### config.mk
export PLATFORM = sky130hd
export DESIGN_NAME = segment_integrator
export DESIGN_NICKNAME = d
export VERILOG_FILES = /design/src/rtl/segment_integrator.sv
export SDC_FILE = /design/constraint.sdc
export NUM_CORES = 1
export LEC_CHECK = 0
export CORE_AREA = 2 2 84 146
export CTS_CLUSTER_DIAMETER = 30
export CTS_CLUSTER_SIZE = 14
export DETAILED_ROUTE_END_ITERATION = 7
export DIE_AREA = 0 0 86 148
export PLACE_DENSITY = 0.59
export RECOVER_POWER = 25
export SYNTH_ARGS = -nofsm -noshare
export SYNTH_HDL_FRONTEND = slang
export SYNTH_SLANG_ARGS = --single-unit
export TNS_END_PERCENT = 5
### constraint.sdc
create_clock -name clk -period 4.4 [get_ports clk]
set_input_delay 1.1 -clock clk [delete_from_list [all_inputs] [get_ports clk]]
set_output_delay 1.1 -clock clk [all_outputs]
set_load 0.01 [all_outputs]
### src/rtl/segment_integrator.sv
// Integrates per-frame segment visibility over a fixed window of frames and
// thresholds each segment's hit count to recover the message segment vector.
//
// state  | meaning
// IDLE   | waiting for start; frames ignored
// ACCUM  | accepting frames, counting hits per segment
// DECIDE | one cycle: threshold hit counts into msg
// HOLD   | msg_valid high until the consumer takes the message
module segment_integrator #(
  parameter int NB_SEGMENTS = 14,
  parameter int NB_FRAMES   = 16,
  parameter int THRESHOLD   = 8,
  parameter int CNT_W       = $clog2(NB_FRAMES + 1)
) (
  input  logic                   clk,
  input  logic                   rst_n,
  input  logic                   start,
  input  logic                   abort,
  input  logic                   frame_valid,
  output logic                   frame_ready,
  input  logic [NB_SEGMENTS-1:0] frame_seg,
  output logic                   msg_valid,
  input  logic                   msg_ready,
  output logic [NB_SEGMENTS-1:0] msg,
  output logic                   busy,
  output logic [CNT_W-1:0]       frame_cnt
);

  typedef enum logic [1:0] {IDLE, ACCUM, DECIDE, HOLD} state_t;

  state_t                 state, state_nxt;
  logic [CNT_W-1:0]       hit [NB_SEGMENTS];
  logic                   clr;
  logic                   accept;
  logic                   load_msg;
  logic [NB_SEGMENTS-1:0] msg_d;

  always_ff @(posedge clk or negedge rst_n) begin
    if (!rst_n) state <= IDLE;
    else        state <= state_nxt;
  end

  // abort overrides every transition, including start in IDLE
  always_comb begin
    state_nxt = state;
    clr       = 1'b0;
    accept    = 1'b0;
    load_msg  = 1'b0;
    if (abort) begin
      state_nxt = IDLE;
      clr       = 1'b1;
    end else begin
      case (state)
        IDLE: begin
          if (start) begin
            clr       = 1'b1;
            state_nxt = ACCUM;
          end
        end
        ACCUM: begin
          if (frame_valid) begin
            accept = 1'b1;
            if (frame_cnt == CNT_W'(NB_FRAMES - 1)) state_nxt = DECIDE;
          end
        end
        DECIDE: begin
          load_msg  = 1'b1;
          state_nxt = HOLD;
        end
        HOLD: begin
          if (msg_ready) state_nxt = IDLE;
        end
        default: state_nxt = IDLE;
      endcase
    end
  end

  always_ff @(posedge clk or negedge rst_n) begin
    if (!rst_n) begin
      frame_cnt <= '0;
    end else if (clr) begin
      frame_cnt <= '0;
    end else if (accept) begin
      frame_cnt <= frame_cnt + CNT_W'(1);
    end
  end

  always_ff @(posedge clk or negedge rst_n) begin
    if (!rst_n) begin
      for (int i = 0; i < NB_SEGMENTS; i++) hit[i] <= '0;
    end else begin
      for (int i = 0; i < NB_SEGMENTS; i++) begin
        if (clr)                         hit[i] <= '0;
        else if (accept && frame_seg[i]) hit[i] <= hit[i] + CNT_W'(1);
      end
    end
  end

  always_comb begin
    msg_d = '0;
    for (int i = 0; i < NB_SEGMENTS; i++) msg_d[i] = (hit[i] >= CNT_W'(THRESHOLD));
  end

  always_ff @(posedge clk or negedge rst_n) begin
    if (!rst_n)        msg <= '0;
    else if (load_msg) msg <= msg_d;
  end

  assign frame_ready = (state == ACCUM);
  assign msg_valid   = (state == HOLD);
  assign busy        = (state != IDLE);

endmodule

==> flow_summary.ini <==
[hold_path]
hold_path.class = reg -> reg
hold_path_end = msg[6]
holdPathStages = 2
min-delay-start = msg[6]

[worst_setup_path]
cp_common_cell = inv_1
crit_path_end_kind = output port
cp_max_fo = 4
crit_required_ns = 3.30
crit_type = reg -> out
cp.buffers_inverters = 3
crit_path_max_incr_delay_ns = 0.54
ff2ff_setup_slack_ns = 2.23
ff2ff_path_depth = 5
r2r_end = hit[59]
path_cells = inv_1, ha_1, inv_1, clkdlybuf4s50_1
crit_arrival_ns = 1.72
rr_startpoint = state[0]
cp-start-kind = register
slowest_stage = clkdlybuf4s50_1
cp_top_family = buffers and inverters

[clocking]
cts_buffers = 9
cts-root-buf = clkbuf_16
cts_tree = built
worstSkewPairLatency_ns = 0.35
post_cts_resized = 0
cts_setup_buffers = 0
clkSinkCount = 91
clockBufferDepth = 2
postCtsHoldBufs = 0
cts_max_level = 3
clkTransAtPathRegs_ns = 0.06

[timing]
setup_viol = 0
worstMarginPinSlew_ns = 1.83
holdWs_ns = 0.478
worst_slack_ns = 1.58
setup_tns_ns = 0
finalCritPeriodShare_pct = 64.1
slew_violations = 73
finalHoldViolCount = 0
skew_ns = 0.00933
rsz0062_at_grt = false
period_needed_ns = 2.82
fmax_ghz = 0.355
relSlewSlack_pct = -22.1

[synth]
synth_top_area_cell = dfrtp_1
synth_top_area_share_pct = 50.7
synth-edff-count = 0
yosysWarnings = 0
synth_area_leaders = dfrtp_1 51%, ha_1 7.8%, nor2_1 5.0%
ys_seq_area_share_pct = 50.7
ys.flop_type = dfrtp_1
syn_area_um2 = 4490
synth_cells = 459
synth_cell_types = 30
syn_avg_cell_area_um2 = 9.79
syn_nets = 507
ys_ff_latch = 91
async_reset_ff_share_pct = 100

[power]
cellLeakagePower_nw = 2.31
max-vdd-ir-drop_mv = 0.198
power_mw = 2.01
p_per_area_nw_per_um2 = 381

[placement]
io_buffers = 41
pre_cts_ws_ns = 1.27
gp_congestion = 0.728
hpwl_um = 6100

[drt]
firstDrtPassIters = 4
finalWirelength_um = 9030
wl_per_cell_um = 14.2
vias = 3353
drt_iter0_drc = 161
antenna_left = 0
via_per_inst = 5.26
drc_errors = 0

[floorplanning]
die_h_um = 148
initial_core_util_pct = 39.0
core_area_um2 = 11500
num_rows = 52
die_area_um2 = 12700
io_pins = 42
die_w_um = 86

[run_status]
outcome = finished with violations
violations = capacitance limit, slew limit

[global_routing]
overflow = 0
grt_max_degree = 73
grt_util_met3_pct = 3.02
grt_busiest_layer = met2
antenna_found_initial = 0
met2_usage_pct = 27.5
grt_first_pass_wirelength_um = 15500
track_usage_pct = 15.4
grt_pass1_vias = 3381
met1_usage_pct = 17.8

[final_layout]
syn_to_final_growth_pct = 17.4
final_core_util_pct = 45.8
multiInputGateArea_um2 = 2010
fillCellCount = 1093
register_area_um2 = 2280
diodes = 0
drive_above_1_share_pct = 5.17
layout_commonest_cell = dfrtp_1
final_nets = 546
layout_common_cells = 91 x dfrtp_1, 60 x nor2_1, 42 x o21ai_0, 40 x clkdlybuf4s50_1

[run]
drv_cap = 1
layout make-up:
cell class / count / share of cell area (%)
Clock inverter: 6 / 0.949
Clock buffer: 10 / 4.53
Inverter: 22 / 1.57
Tap cell: 135 / 3.20
Multi-Input combinational cell: 327 / 38.1
Sequential cell: 91 / 43.2
Timing Repair Buffer: 47 / 8.54
flip-flops by register name, indices dropped and copies added (netlist names):
| register | flops |
|---|---|
| state | 2 |
| hit | 70 |
| msg | 14 |
| frame_cnt | 5 |
per-stage QoR:
| stage | cell area, um^2 | cells |
|---|---|---|
| after global placement | 4990 | 622 |
| after global routing | 5280 | 638 |
| after floorplan | 4490 | 459 |
| after detailed placement | 4990 | 622 |
| final | 5280 | 638 |
| after CTS | 5280 | 638 |
tightest hold or removal path, stage by stage, from the launching register on:
cell     delay, ns
dfrtp_1       0.34
nand2_1       0.04
o21ai_0       0.06
logic make-up (layout without fill, tap and decap cells):
kind of cell    after synthesis  after routing  synth area share (%)
flops                        91             91                  50.7
compound gates               76             76                  8.69
buf+inv                      41             85                  4.65
xor+xnor                     30             30                  5.85
fa+ha+maj                    28             28                  7.80
mux                          16             16                  3.59
simple gates                177            177                  18.7
worst max path at each step:
| stage | start | end | slack (ns) | cells after the start |
|---|---|---|---|---|
| final | state[0] | busy | 1.58 | 4 |
| after global routing | abort | hit[0] | 1.47 | 4 |
| after CTS | state[0] | busy | 1.55 | 4 |
| after detailed placement | abort | hit[59] | 1.27 | 4 |
| after global placement | abort | hit[67] | 1.32 | 4 |
| after floorplan | frame_valid | state[0] | 2.24 | 5 |
power breakdown:
| part | total, mW | switching (mW) | internal [mW] |
|---|---|---|---|
| Combinational | 0.389 | 0.261 | 0.128 |
| Clock | 0.738 | 0.335 | 0.403 |
| Sequential | 0.885 | 0.0248 | 0.860 |
| Total | 2.01 | 0.621 | 1.39 |
cells in the mapped netlist (3+ instances only):
library cell / n
clkbuf_1: 4
nand2b_1: 3
buf_1: 5
buf_2: 4
nand4_1: 16
or3_1: 28
nand3_1: 32
nand2_1: 32
dfrtp_1: 91
mux2i_1: 15
nor2_1: 60
buf_6: 4
ha_1: 28
a21oi_1: 31
inv_1: 22
xnor2_1: 8
xor2_1: 22
o21ai_0: 42
per-layer routing:
metal / up-vias / wire, um
met5: - / 0
met4: 0 / 140
met3: 10 / 240
met2: 38 / 4780
met1: 1656 / 3860
li1: 1649 / -
Note: power is estimated with default switching activity, not from simulation.
